`src/rtl/my_risc_pkg.sv`:
```
// Shared definitions for the fetch front end: word width, the canonical NOP
// and the buffered instruction/PC entry type.
package my_risc_pkg;

  localparam int XLEN = 32;
  localparam logic [6:0] OPCODE_OP_IMM = 7'h13;

  // addi x0, x0, 0
  localparam logic [XLEN-1:0] NOP_INSTR = {12'h000, 5'd0, 3'b000, 5'd0, OPCODE_OP_IMM};
  localparam logic [XLEN-1:0] RESET_PC_DEFAULT = '0;

  typedef struct packed {
    logic [XLEN-1:0] pc;
    logic [XLEN-1:0] instr;
  } fetch_entry_t;

  function automatic logic [XLEN-1:0] word_align(input logic [XLEN-1:0] addr);
    return {addr[XLEN-1:2], 2'b00};
  endfunction

endpackage

```
`src/rtl/fetch_fifo.sv`:
```
// Small synchronous FIFO of fetched instruction/PC pairs with a flush that
// empties it in one cycle.
module fetch_fifo import my_risc_pkg::*; #(
  parameter int DEPTH = 2,
  localparam int AW = $clog2(DEPTH)
) (
  input  logic         clk,
  input  logic         rst,
  input  logic         push,
  input  fetch_entry_t push_data,
  input  logic         pop,
  input  logic         flush,
  output fetch_entry_t head,
  output logic [AW:0]  count,
  output logic         empty
);

  fetch_entry_t mem [DEPTH];
  logic [AW-1:0] wr_ptr;
  logic [AW-1:0] rd_ptr;
  logic          full;
  logic          do_push;
  logic          do_pop;

  assign empty   = (count == '0);
  assign full    = (count == (AW+1)'(DEPTH));
  assign do_push = push && !flush;
  assign do_pop  = pop && !empty && !flush;
  assign head    = mem[rd_ptr];

  always_ff @(posedge clk) begin
    if (rst || flush) begin
      wr_ptr <= '0;
      rd_ptr <= '0;
      count  <= '0;
    end else begin
      if (do_push) wr_ptr <= wr_ptr + 1'b1;
      if (do_pop)  rd_ptr <= rd_ptr + 1'b1;
      count <= count + {{AW{1'b0}}, do_push} - {{AW{1'b0}}, do_pop};
    end
  end

  always_ff @(posedge clk) begin
    if (!rst && do_push) mem[wr_ptr] <= push_data;
  end

  // The fetch credit scheme must make a push into a full buffer impossible.
  assert property (@(posedge clk) disable iff (rst) do_push |-> !full);

endmodule

```
`src/rtl/fetch_unit.sv`:
```
// Instruction fetch stage: credit-limited in-order requests to instruction
// memory, buffered responses, and redirect with discard of stale responses.
module fetch_unit #(
  parameter logic [my_risc_pkg::XLEN-1:0] RESET_PC  = my_risc_pkg::RESET_PC_DEFAULT,
  parameter int                           BUF_DEPTH = 2,
  parameter logic [my_risc_pkg::XLEN-1:0] NOP_INSTR = my_risc_pkg::NOP_INSTR
) (
  input  logic        clk,
  input  logic        rst,
  output logic        imem_req_valid,
  input  logic        imem_req_ready,
  output logic [31:0] imem_req_addr,
  input  logic        imem_rsp_valid,
  input  logic [31:0] imem_rsp_data,
  input  logic        redirect_valid,
  input  logic [31:0] redirect_pc,
  output logic        instr_valid,
  input  logic        instr_ready,
  output logic [31:0] instr,
  output logic [31:0] instr_pc
);
  import my_risc_pkg::*;

  localparam int CW = $clog2(BUF_DEPTH) + 1;

  logic [XLEN-1:0] pc;
  logic [XLEN-1:0] rsp_pc;
  logic [XLEN-1:0] last_pc;
  logic [CW-1:0]   outstanding;
  logic [CW-1:0]   outstanding_next;
  logic [CW-1:0]   drop_cnt;
  logic [CW-1:0]   occupancy;
  logic            req_fire;
  logic            keep_rsp;
  logic            pop;
  logic            fifo_empty;
  fetch_entry_t    push_entry;
  fetch_entry_t    head;

  // A request may only go out if its response is guaranteed a buffer slot.
  assign imem_req_valid = !rst && !redirect_valid &&
                          (({1'b0, outstanding} + {1'b0, occupancy}) < (CW+1)'(BUF_DEPTH));
  assign imem_req_addr  = pc;
  assign req_fire       = imem_req_valid && imem_req_ready;
  assign keep_rsp       = imem_rsp_valid && (drop_cnt == '0) && !redirect_valid;
  assign pop            = instr_valid && instr_ready;

  assign outstanding_next = outstanding + {{(CW-1){1'b0}}, req_fire}
                                        - {{(CW-1){1'b0}}, imem_rsp_valid};

  always_comb begin
    push_entry       = '0;
    push_entry.pc    = rsp_pc;
    push_entry.instr = imem_rsp_data;
  end

  // On redirect every response still in flight belongs to the old stream.
  always_ff @(posedge clk) begin
    if (rst) begin
      pc          <= word_align(RESET_PC);
      rsp_pc      <= word_align(RESET_PC);
      outstanding <= '0;
      drop_cnt    <= '0;
    end else begin
      outstanding <= outstanding_next;
      if (redirect_valid) begin
        pc       <= word_align(redirect_pc);
        rsp_pc   <= word_align(redirect_pc);
        drop_cnt <= outstanding_next;
      end else begin
        if (req_fire) pc <= pc + 32'd4;
        if (keep_rsp) rsp_pc <= rsp_pc + 32'd4;
        if (imem_rsp_valid && (drop_cnt != '0)) drop_cnt <= drop_cnt - 1'b1;
      end
    end
  end

  always_ff @(posedge clk) begin
    if (rst) last_pc <= word_align(RESET_PC);
    else if (instr_valid) last_pc <= head.pc;
  end

  fetch_fifo #(.DEPTH(BUF_DEPTH)) u_fifo (
    .clk       (clk),
    .rst       (rst),
    .push      (keep_rsp),
    .push_data (push_entry),
    .pop       (pop),
    .flush     (redirect_valid),
    .head      (head),
    .count     (occupancy),
    .empty     (fifo_empty)
  );

  assign instr_valid = !fifo_empty;
  assign instr       = instr_valid ? head.instr : NOP_INSTR;
  assign instr_pc    = instr_valid ? head.pc : last_pc;

endmodule

```
`config.mk`:
```
export PLATFORM = sky130hd
export DESIGN_NAME = fetch_unit
export DESIGN_NICKNAME = d
export VERILOG_FILES = /design/src/rtl/my_risc_pkg.sv /design/src/rtl/fetch_fifo.sv /design/src/rtl/fetch_unit.sv
export SDC_FILE = /design/constraint.sdc
export NUM_CORES = 1
export LEC_CHECK = 0
export BUFFER_PORTS_ARGS = -buffer_cell sky130_fd_sc_hd__buf_4
export CORE_AREA = 3 3 131 227
export CTS_CLUSTER_SIZE = 25
export DETAILED_ROUTE_END_ITERATION = 8
export DIE_AREA = 0 0 134 230
export GPL_ROUTABILITY_DRIVEN = 0
export HOLD_SLACK_MARGIN = 0.15
export PLACE_DENSITY_LB_ADDON = 0.1
export SLEW_MARGIN = 25
export SYNTH_ARGS = -nofsm -noshare
export SYNTH_HDL_FRONTEND = slang
export SYNTH_SLANG_ARGS = --single-unit
```
`constraint.sdc`:
```
create_clock -name clk -period 17.6 [get_ports clk]
set_input_delay 5.28 -clock clk [delete_from_list [all_inputs] [get_ports clk]]
set_output_delay 5.28 -clock clk [all_outputs]
set_load 0.01 [all_outputs]
```
==> results.txt, run 1 <==
- Share of synthesized area occupied by flip-flops and latches: 59.00%
- The detail route stage leaves a number of antenna-violating nets equal to 0.
- Summed over its instances, the top area cell type makes up 38.24% of the synthesized netlist area.
- The later pin in the worst-skew pair is clocked with a latency of ~500 ps.
- Power spread over the standard cell area amounts to 99.52 mW/mm^2.
- Clock-pin slew on the worst setup and hold paths: 60 ps
- Per-cell via count in the routed design: 5.070
- Biggest area contributors in the synthesized netlist: edfxtp_1 38%, dfxtp_1 21%, mux2i_1 6.5%
* P_leak: 4.274 nW
- The core region is 0.02807 sq mm.
* Average routed wire per standard cell: 18.29 um
- Data on the critical path is required at its endpoint by ~12000 ps.
- Registers take 0.005749 sq mm.
- Number of antenna violations at the first check in global routing: 0
* CTS H-Tree Depth: 1
- Dividing the final minimum period by the clock period gives 66.52%.
* Critical Path Start Type: primary input
* Clock skew: 9.056 ps
- The hold violation count in the final report came to 0.
- Number of fill cells: 2739
- In this run the mean area of a mapped cell was 11.39 sq um.
- Count of pins over their slew limit: 0
- Max-cap violations in this run came to 0.
- For this run the aggregate overflow at the end of global routing stands at 0.
* Top-level port count: ~170
* Number of different library cells in the post-synthesis netlist: 60
- The post-route netlist has 21.36% of its cells at a drive strength greater than 1.
* Clock tree buffer depth: 3
* Post-route total power: about 1.2 mW
- Unrepaired setup endpoints after global routing: no
- Summing all multi-input logic gate instances after layout gives 0.003736 sq mm.
- The mapped netlist covers 0.009738 sq mm.
- Entering global routing, the biggest net connects 95 pins.
- TritonCTS built the clock tree.
* Arrival time of the worst setup path: 6430 ps
* Number of buffers inserted for hold repair after clock tree synthesis: 0
- Total iterations of the first detailed-routing run: 5
* NumNets Final: approximately 1100
- The worst pin sits at a relative slew slack of 33.68%.
- Adding up every negative setup slack in the final design gives 0 ps.
* Type of element capturing the critical path: primary output
- The routed design has 25410 um of wire.
- Chip width: 134 um
- Initial standard-cell utilization of the core: about a third
- The library cell used most frequently in the layout, excluding fill and tap cells, is buf_4.
- Final critical delay including setup and external delays: 11710 ps
- Yosys mapped a number of flops with a built-in enable equal to ~120.
- Transition time at the pin with the least slew margin: 987.2 ps
* Worst hold path class: reg2reg
- The via count of the first global-routing pass was slightly above 7000.
- Drt drc: 0
- Total half-perimeter wirelength after legalization and detailed placement: 17190 um
* Total of flip-flops plus latches after synthesis: 225
* Row count: 81
- Die Area: 0.03082 sq mm
* Yosys warning total: 0
* Synth Flop Type: edfxtp_1
- Asr flop ratio synth: 0%
* Count of mapped cells out of synthesis: 855
- The repair_antennas step left the layout with diodes totalling 0.
- CTS root buf: clkbuf_16
- Setup violations remaining at the end of the flow were counted as 0.
- The detailed router finished its first iteration with 314 violations.
- Based on the critical path, the design can be clocked at up to 85.41 MHz.
* Run status: finished clean
* Number of vias after detailed routing: 7042
* Total of cells resized after clock tree synthesis: 0
- The count of buffers added on input and output ports is approximately 160.
- The first global-routing pass estimated 39840 um of wire.
- Die height: 230 um
- In this run the post-CTS setup repair buffer count came out at 0.
- Worst Path Max Fanout: 48
- Critical path class: in2out
- The worst-case IR drop observed on VDD is roughly 54 uV.
- In the layout the commonest cells are 171 x buf_4, 124 x edfxtp_1, 100 x dfxtp_1, 71 x nand2_1, 63 x mux2i_1.
* Count of clock tree sinks: 225
* Library cell with the largest summed area after synthesis: edfxtp_1
* Area delta synth->final: 23.63%
- Total routing usage reported by global routing: 16.21%
- On the final layout, the worst hold slack is around 470 ps.
- Total CTS buffers: 23
[worst max-delay path, cell delays in order]
cell    delay [ps]
buf_4          280
or2_2          500
nor3_1         200
buf_4          150
[cell families (layout without fill, tap and decap cells)]
kind of cell	count (synthesis)	after routing	synth area share [%]
fa+ha+maj	8	8	1.105
buf+inv	68	228	2.814
simple gates	311	311	17.40
mux	63	63	6.476
compound gates	152	152	10.74
other cells	1	2	0.03851
xor+xnor	27	27	2.428
flops	225	225	59.00
[layer usage]
| layer | track usage, % | part of all wire, % | vias to the layer above |
|---|---|---|---|
| li1 | - | - | 3480 |
| met4 | 6.692 | 3.6 | 0 |
| met2 | 29.48 | 52 | 193 |
| met1 | 18.86 | 40 | 3327 |
| met3 | 2.364 | 4.6 | 42 |
| met5 | 0 | 0 | - |
[report_power, final]
group	switching (mW)	internal, mW
clock	0.198	0.288
sequential	0.0212	0.577
combinational	0.0627	0.0512
total	0.282	0.916
[registers in the layout, indices dropped and copies added (netlist names), named ones only]
| register | cells |
|---|---|
| u_fifo.rd_ptr | 1 |
| imem_req_addr | 30 |
| drop_cnt | 2 |
| u_fifo.wr_ptr | 1 |
| last_pc | 32 |
| u_fifo.count | 2 |
| rsp_pc | 30 |
| outstanding | 2 |
| u_fifo.mem | 124 |
[final cells by class]
type                       count  area share (%)
clock buffer                  28           5.020
sequential                   225           47.76
multi-input combinational    563           31.03
inverter                      16          0.4989
clock inverter                13           1.154
tap                          373           3.877
timing repair buffer         171           10.66
[path summary, 6_finish.rpt]
path                   start              to  slack (ps)  depth (start not counted)
max           redirect_valid  imem_req_valid        5890                          4
min               last_pc[0]      last_pc[0]         470                          1
max reg2reg  u_fifo.count[0]     drop_cnt[1]       13570                         12
min reg2reg       last_pc[0]      last_pc[0]         470                          1
[per-stage QoR]
step | util (%) | worst slack [ps] | area [sq um] | cells
6_report | 42.88 | 5892 | 12040 | 1389
4_1_cts | 42.88 | 5871 | 12040 | 1389
2_1_floorplan | - | 6273 | 9742 | 856
3_3_place_gp | 40.24 | 5893 | 11300 | 1348
5_1_grt | 42.88 | 5778 | 12040 | 1389
3_5_place_dp | 40.24 | 5873 | 11300 | 1348
[Yosys cell counts, types with 4 or more instances]
cell,instances
a21boi_0,17
o21ai_0,46
mux2i_1,63
nor2_1,53
a211oi_1,11
o31ai_1,5
clkbuf_1,40
xor2_1,14
or4_1,13
or3_1,10
dfxtp_1,101
nor3_1,15
inv_1,16
a21oi_1,7
buf_1,6
a31oi_1,10
xnor2_1,13
o31a_1,7
nand2_1,71
a311oi_1,6
o21a_1,17
and3_1,11
edfxtp_1,124
and4_1,15
ha_1,7
a2111oi_0,4
nor2b_1,5
nand3_1,26
nor4_1,21
o211ai_1,5
and2_1,39
nand4_1,14
No activity file was read; power rests on OpenSTA's default activity.
==> inputs of run 2 (changes only) <==
- clock period: 17.6 -> 10.6 ns (I/O delays scaled with it)
==> run 2 against run 1 <==
Against the previous run:
- sequential power rose by 66%
- first-iteration DRC count fell by 12%
- die area did not move
- global-route usage fell by 0.27 points
- critical path depth did not move
==> results.txt, run 2 (synthesis results as in run 1) <==
* Top delay family on crit path: simple AND/OR/NAND/NOR gates
- Register name with the most flops: u_fifo.mem
- Hold Vio Cnt, Final: 0 (unchanged)
* Initial standard-cell utilization of the core: 34.69% (unchanged)
- Final WL: 25070 um (-1.3%)
* Total of cells resized after clock tree synthesis: 0 (unchanged)
* Top flop regs: u_fifo.mem (124), last_pc (32)
* CTS root buf: clkbuf_16
* Initial DRC count: 275 (-12%)
- Inserted Diodes: 0 (unchanged)
- The longest individual stage delay on the worst path is 500 ps (about the same).
- The CTS H-tree depth came to 1 (unchanged).
- The data arrival at the endpoint of the critical path came to 4330 ps (-2100 ps).
- The count of hold buffers inserted by post-cts repair came to 0 (unchanged).
- Max reg flops: 124 (unchanged)
- Number of buffers inserted to repair setup after CTS: 0 (unchanged)
- The fraction of layout instances using a drive strength above 1 was 21.28% (-0.077 points).
* Switching fraction of total power: 23.97% (+0.46 points)
- Final setup violation count: 0 (unchanged)
- The largest individual stage delay along the critical path comes from the cell or2_2.
* Die Area: 0.03082 sq mm (unchanged)
* P_leak: 4.256 nW (-0.43%)
- The slew of the pin with the lowest slew margin came to 938.5 ps (-48.72 ps).
* NumNets Final: 1077 (-0.093%)
- Relative to the synthesized area, the layout overhead comes to 23.45%.
- Chip width: 134 um (unchanged)
- Endpoint of the worst register-to-register path: drop_cnt[1]
- The worst path needs 7506 ps of the cycle, external delays included.
* Combinational group share of total power: 9.5% (about the same)
* Share of total power in sequential cells: 50.5% (+0.5 points)
- Type of element capturing the critical path: primary output
- Clock tree buffer depth: 3 (unchanged)
- The number of nets with antenna violations after routing is 0 (unchanged).
- Leaving out fill and tap cells, the most frequent cell in the layout is buf_4.
- The flow ran to the end, and the final reports show no timing, DRC or antenna violations.
- The cell that appears most often on the critical path is buf_4.
- Number of input and output port buffers inserted: 163 (unchanged)
* Post-route total power: 1.969 mW (+64%)
- Wire length of the first global-routing pass: 39020 um (-2.1%)
* Critical path class: in2out
* Row count: 81 (unchanged)
* Commonest non-fill, non-tap cells in the layout: 171 x buf_4, 124 x edfxtp_1, 100 x dfxtp_1, 71 x nand2_1, 63 x mux2i_1
- The via count of the first global-routing pass is 7006 (-3.0%).
- Worst Hold Slack: 488.9 ps (+15.35 ps)
- TritonCTS built the clock tree.
* Clock latency of the later-clocked register in the worst-skew pair: 510 ps (about the same)
- The clock share of power was 40.0% (-0.5 points).
- The die extent in y was 230 um (unchanged).
- The tightest slew margin relative to the limit was 37.43% (+3.8 points).
- Total half-perimeter wirelength after legalization and detailed placement: 17110 um (-0.49%)
* Worst Path Max Fanout: 48 (unchanged)
- Largest net degree at the start of global routing: 95 (unchanged)
- Critical path buffer and inverter count: 2 (unchanged)
* Beginning of the worst register-to-register path: u_fifo.count[0]
- The count of cell instances traversed by the critical path is 4 (unchanged).
- Average routed wire per standard cell: 18.06 um (-1.3%)
* Worst Reg2Reg Path Length in Cells: 12 (unchanged)
* Reg-to-reg setup timing slack: 6690 ps (-6880 ps)
* Post-placement setup slack: 3081 ps (-2792 ps)
* Launching element of the worst setup path: redirect_valid
* Grt total ovfl: 0 (unchanged)
- The all-layer global routing usage is 15.93% (-0.27 points).
* Chain of cells forming the critical path: buf_4 -> or2_2 -> nor3_1 -> buf_4
* Worst Path Required: 7420 ps (-4900 ps)
* Reported max-cap violation count: 0 (unchanged)
- Setup repair after global routing left no endpoint under its margin.
- The worst setup path is launched from a primary input.
* Per-cell via count in the routed design: 5.055 (-0.30%)
- The clock-pin slew on the worst setup and hold paths is 60 ps (about the same).
- Cell internal pwr: 1.497 mW (+63%)
- The peak supply drop came to 117.3 uV (+120%).
* Crit path to: imem_req_valid
* Total CTS buffers: 22 (-4.3%)
- Total iterations of the first detailed-routing run: 5 (unchanged)
- Total power divided by cell area: 163.8 mW/mm^2 (+65%)
* Final critical-path setup slack: 3094 ps (-2799 ps)
- Top-level port count: 168 (unchanged)
- The final design utilization came to 42.82% (-0.062 points).
- Switching power total: 0.4720 mW (+68%)
- Drt drc: 0 (unchanged)
- The area of the core region was 0.02807 sq mm (unchanged).
- The number of vias in the routed layout was 7016 (-0.37%).
- Static timing analysis puts the maximum clock frequency at 133.2 MHz.
* Ratio of final minimum period to clock period: 70.82%
* Count of pins over their slew limit: 0 (unchanged)
* Count of clock tree sinks: 225 (unchanged)
- Number of antenna violations at the first check in global routing: 0 (unchanged)
* Worst hold path class: reg2reg
- Setup TNS: 0 ps (unchanged)
* Clock skew: 10.32 ps (+1.263 ps)
## run 2: cell count changes in the layout (fill, tap and decap cells not counted), sizes merged
cell	before	now
bufinv	3	2
clkinv	10	9
clkinvlp	0	2
clkbuf	28	27
## run 2: how the worst min path moves through the flow
stage / start / end / slack [ps] / depth (start not counted)
after CTS: last_pc[0] / last_pc[0] / 490 / 1
after floorplan: last_pc[0] / last_pc[0] / 440 / 1
after detailed placement: last_pc[1] / last_pc[1] / 470 / 1
after global routing: last_pc[1] / last_pc[1] / 510 / 1
after global placement: last_pc[1] / last_pc[1] / 460 / 1
final: last_pc[1] / last_pc[1] / 490 / 1
## run 2: routing by layer
layer  GRT usage (%)  share of wire, %
met4           6.017               3.4
met1           18.40                40
met5               0                 0
met3           2.496               4.8
met2           29.29                52
## run 2: area by class of cell
cell class,count,area (sq um)
Multi-Input combinational cell,563,3736
Clock buffer,27,600.6
Clock inverter,13,125.1
Timing Repair Buffer,171,1284
Tap cell,373,466.7
Fill cell,2757,16050
Sequential cell,225,5749
Inverter,16,60.06
## run 2: metrics by stage
step	instances	cell area, sq um
5_1_grt	1388	12020
3_5_place_dp	1348	11300
4_1_cts	1388	12020
2_1_floorplan	856	9742
3_3_place_gp	1348	11300
6_report	1388	12020
## run 2: power by group through the flow
stage	Clock [mW]	Sequential (mW)	Combinational (mW)
after floorplan	0	1.01	0.103
after global placement	0	1.01	0.190
after detailed placement	0	1.01	0.191
after CTS	0.819	0.994	0.192
after global routing	0.847	0.999	0.209
final	0.787	0.994	0.188
## run 2: worst reg2reg max path: cells and delay by family (launching register included)
| kind | cells | cell delay, ps |
|---|---|---|
| AND/OR/NAND/NOR | 4 | 1670 |
| adder cells (fa/ha/maj) | 3 | 960 |
| flip-flops | 1 | 380 |
| XOR/XNOR | 2 | 290 |
| buffers and inverters | 2 | 260 |
| AO/OA/AOI/OAI | 1 | 230 |
==> inputs of run 3 (changes only) <==
- ABC_AREA: default -> 1
- CORE_AREA: 3 3 131 227 -> 3 3 134 233
- DIE_AREA: 0 0 134 230 -> 0 0 137 236
- clock period: 10.6 -> 7.03 ns (I/O delays scaled with it)
==> run 3 against run 2 <==
Against the previous run:
- clock skew grew 2.3 ps
- hold slack got worse by 37 ps
- largest cell class unchanged
- critical endpoint unchanged
- sequential share of layout area is 2.1 points lower
- synthesized area is 5.3% higher
- non-clock buffer count is 2 lower
- global-route usage is 1.4 points higher
- power increased by 57%
- critical path depth rose by 1
- register-to-register slack worse by 2700 ps
- synthesized cell count is 39% higher
- first-iteration DRC count increased by 33%
==> results.txt, run 3 <==
- The data arrival at the endpoint of the critical path is 3340 ps (-990 ps).
- Number of different library cells in the post-synthesis netlist: 42 (-30%)
* Cell internal pwr: 2.344 mW (+57%)
- In this run the clock root is driven by a clkbuf_16.
* Reported max-cap violation count: 0 (unchanged)
- Total routing usage reported by global routing: 17.37% (+1.4 points)
* Library cell with the largest summed area after synthesis: edfxtp_1
- Sequential cell area: 0.005747 sq mm (about the same)
- The tightest slew margin relative to the limit was 40.54% (+3.1 points).
* Unrepaired setup endpoints after global routing: no
- The mean area per synthesized cell came to 8.619 sq um (-24%).
* Wire length of the first global-routing pass: 43880 um (+12%)
- The placed instance count was 1695 (+26%).
- The average wire per standard cell is 16.53 um (-8.5%).
- For this run, the top clock speed supported by timing is 183.6 MHz.
- The number of antenna violations at the first check in global routing was 0 (unchanged).
- P_leak: 5.111 nW (+20%)
* Inserted Diodes: 0 (unchanged)
* Multi-input combinational cell area: 0.003930 sq mm (+5.2%)
* Initial DRC count: 366 (+33%)
- The number of I/O port buffers came to 163 (unchanged).
- Post-placement setup slack: 1568 ps (-1513 ps)
- Final core occ: 42.61% (-0.21 points)
- Final critical-path setup slack: 1583 ps (-1511 ps)
- Core region area: 0.02949 sq mm (+5.1%)
- Per-cell via count in the routed design: 4.779 (-5.4%)
- Critical path buffer and inverter count: 3 (+1)
* Run status: finished clean
* Most common cell after layout, fill and taps aside: nand2_1
- The portion of the post-synthesis area used by sequential elements was 56.02% (-3.0 points).
* Post-synthesis cell area: 0.01026 sq mm (+5.3%)
- The number of top-level pins was 168 (unchanged).
- Switching fraction of total power: 24.26% (+0.29 points)
* Register name with the most flops: u_fifo.mem
- The warning count from the yosys run was 0 (unchanged).
- The hold violation count in the final report was 0 (unchanged).
* Critical Path Start Type: primary input
- The fraction of layout instances using a drive strength above 1 is 18.76% (-2.5 points).
* Worst Path Max Fanout: 58 (+21%)
- Worst hold path class: reg2reg
- Clock share of power: 40.7% (+0.7 points)
* Count of mapped cells out of synthesis: 1190 (+39%)
- Worst Path Required: 4920 ps (-2500 ps)
- Initial standard-cell utilization of the core: 34.77% (+0.086 points)
* DRT antenna net count: 0 (unchanged)
- The flop and latch count out of synthesis is 225 (unchanged).
- Count of clock tree sinks: 225 (unchanged)
- Of the available clock period, the critical path in the final layout requires 77.48%.
- Total iterations of the first detailed-routing run: 7 (+2)
* Number of buffers inserted to repair setup after CTS: 0 (unchanged)
- The largest registers in the layout are u_fifo.mem (124), last_pc (32).
- Maximum vdd drop: 143.6 uV (+22%)
- The number of gates resized after CTS was 0 (unchanged).
* Total CTS buffers: 23 (+4.5%)
- Number of global-route vias before repair: 8025 (+15%)
* TritonCTS clock tree: yes
* Die Area: 0.03233 sq mm (+4.9%)
- Grt total ovfl: 0 (unchanged)
* Count of pins over their slew limit: 0 (unchanged)
- The longest individual stage delay on the worst path was 550 ps (+50 ps).
- Drt drc: 0 (unchanged)
* Chain of cells forming the critical path: buf_4 -> nor2_4 -> inv_1 -> nor3_1 -> buf_4
- Counting stages on the worst path, the most repeated cell is buf_4.
- The final-layout worst hold slack is 452.2 ps (-36.67 ps).
* Most common cell in the netlist: nand2_1
- The clock-pin slew on the worst setup and hold paths is 60 ps (about the same).
- The share of the synthesized area in the top cell type is 36.31% (-1.9 points).
- The number of non-filler instances in the completed layout was 1736 (+25%).
* Number of enable flip-flop cells after synthesis: 124 (unchanged)
- The critical path is of the in2out type.
- The overall die width came to 137 um (+2.2%).
- The worst setup path is captured at a primary output.
- The clock latency on the worst-skew pair was 510 ps (about the same).
- Transition time at the pin with the least slew margin: 892.0 ps (-46.52 ps)
* Final setup violation count: 0 (unchanged)
- Slowest CP cell: buf_4
* Total power divided by cell area: 246.2 mW/mm^2 (+50%)
- On the critical path the largest part of the delay comes from buffers and inverters.
- The number of vias in the routed layout came to 8297 (+18%).
- Total half-perimeter wirelength after legalization and detailed placement: 19530 um (+14%)
- The clock period could shrink to 5447 ps.
- Commonest non-fill, non-tap cells in the layout: 328 x nand2_1, 169 x buf_4, 143 x a21oi_1, 124 x edfxtp_1, 113 x nor2_1
- The flip-flop count of the largest register, all copies and words added is 124 (unchanged).
- The share of async-settable or async-resettable flops after synthesis came to 0% (unchanged).
- The number of inserted filler cells in the final layout was 2974 (+7.9%).
* Clock skew: 12.57 ps (+2.254 ps)
* NumNets Final: 1416 (+31%)
- Biggest area contributors in the synthesized netlist: edfxtp_1 36%, dfxtp_1 20%, nand2_1 12%
* Synth Flop Type: edfxtp_1
- The aggregate routed wire length was 28690 um (+14%).
- The die extent in y came to 236 um (+2.6%).
* Area delta synth->final: 22.54%
* Row count: 83 (+2.5%)
- Largest net degree at the start of global routing: 64 (-33%)
- The CTS H-tree depth is 1 (unchanged).
* Clock tree buffer depth: 3 (unchanged)
* Switching power total: 0.7508 mW (+59%)
- Most frequent cells after synthesis: 328 x nand2_1, 143 x a21oi_1, 124 x edfxtp_1
- Combinational group share of total power: 10.9% (+1.4 points)
* Share of total power in sequential cells: 48.4% (-2.1 points)
- The count of hold buffers inserted by post-cts repair was 0 (unchanged).
==> run 3: cell types whose count changed in the layout (fill, tap and decap cells not counted), sizes merged, moves of 11 or more <==
cell	previous run	this run
inv	16	100
mux2i	63	0
nor4	22	0
nand2	71	340
nand3	26	55
a21oi	7	143
and4	15	0
nor2	53	140
and3	11	0
a21boi	17	0
o21a	17	1
or4	14	0
==> run 3: power by group through the flow <==
stage	registers, mW	clock network (mW)	logic (mW)
after floorplan	1.52	0	0.188
after global placement	1.52	0	0.340
after detailed placement	1.53	0	0.344
after CTS	1.50	1.30	0.346
after global routing	1.50	1.35	0.381
final	1.50	1.26	0.339
==> run 3: area by class of cell <==
cell class | count | share of cell area, %
Tap cell | 382 | 3.803
Clock buffer | 29 | 4.838
Clock inverter | 12 | 1.284
Sequential cell | 225 | 45.72
Inverter | 100 | 2.987
Multi-Input combinational cell | 819 | 31.27
Timing Repair Buffer | 169 | 10.09
==> run 3: path summary, 6_finish.rpt <==
path | startpoint | slack (ps) | end | cells after the start
hold / removal | last_pc[0] | 450 | last_pc[0] | 2
setup / recovery | rst | 1580 | imem_req_valid | 5
setup reg to reg | u_fifo.count[1] | 3950 | u_fifo.count[1] | 11
hold reg to reg | last_pc[0] | 450 | last_pc[0] | 2
==> run 3: kinds of logic after synthesis <==
kind of cell    synth area share [%]
compound gates                 10.27
xor+xnor                       1.879
fa+ha+maj                      1.049
buf+inv                        5.917
flops                          56.02
other cells                  0.03656
simple gates                   24.83
==> run 3: routing by layer <==
metal	vias to the layer above	wire length [um]	track usage (%)
met2	189	15280	32.55
met1	3863	11160	19.32
li1	4194	-	-
met5	-	0	0
met4	0	960	6.416
met3	51	1288	2.646
==> run 3: worst register-to-register path, cell delays in order (launching register included) <==
cell and delay [ps]:
dfxtp_1 360, nor2_4 100, buf_4 570, inv_2 610, nand2_1 270, nor2_1 60, ha_1 290, inv_1 40
ha_1 180, xnor2_1 140, or2_2 280, a21oi_1 120
==> run 3: per-stage QoR <==
step	setup TNS, ps	power, mW	area [sq um]
6_report	0	3.095	12570
5_1_grt	0	3.236	12570
4_1_cts	0	3.147	12560
3_5_place_dp	0	1.869	11790
3_3_place_gp	0	1.864	11790
2_1_floorplan	-17190	1.704	10260
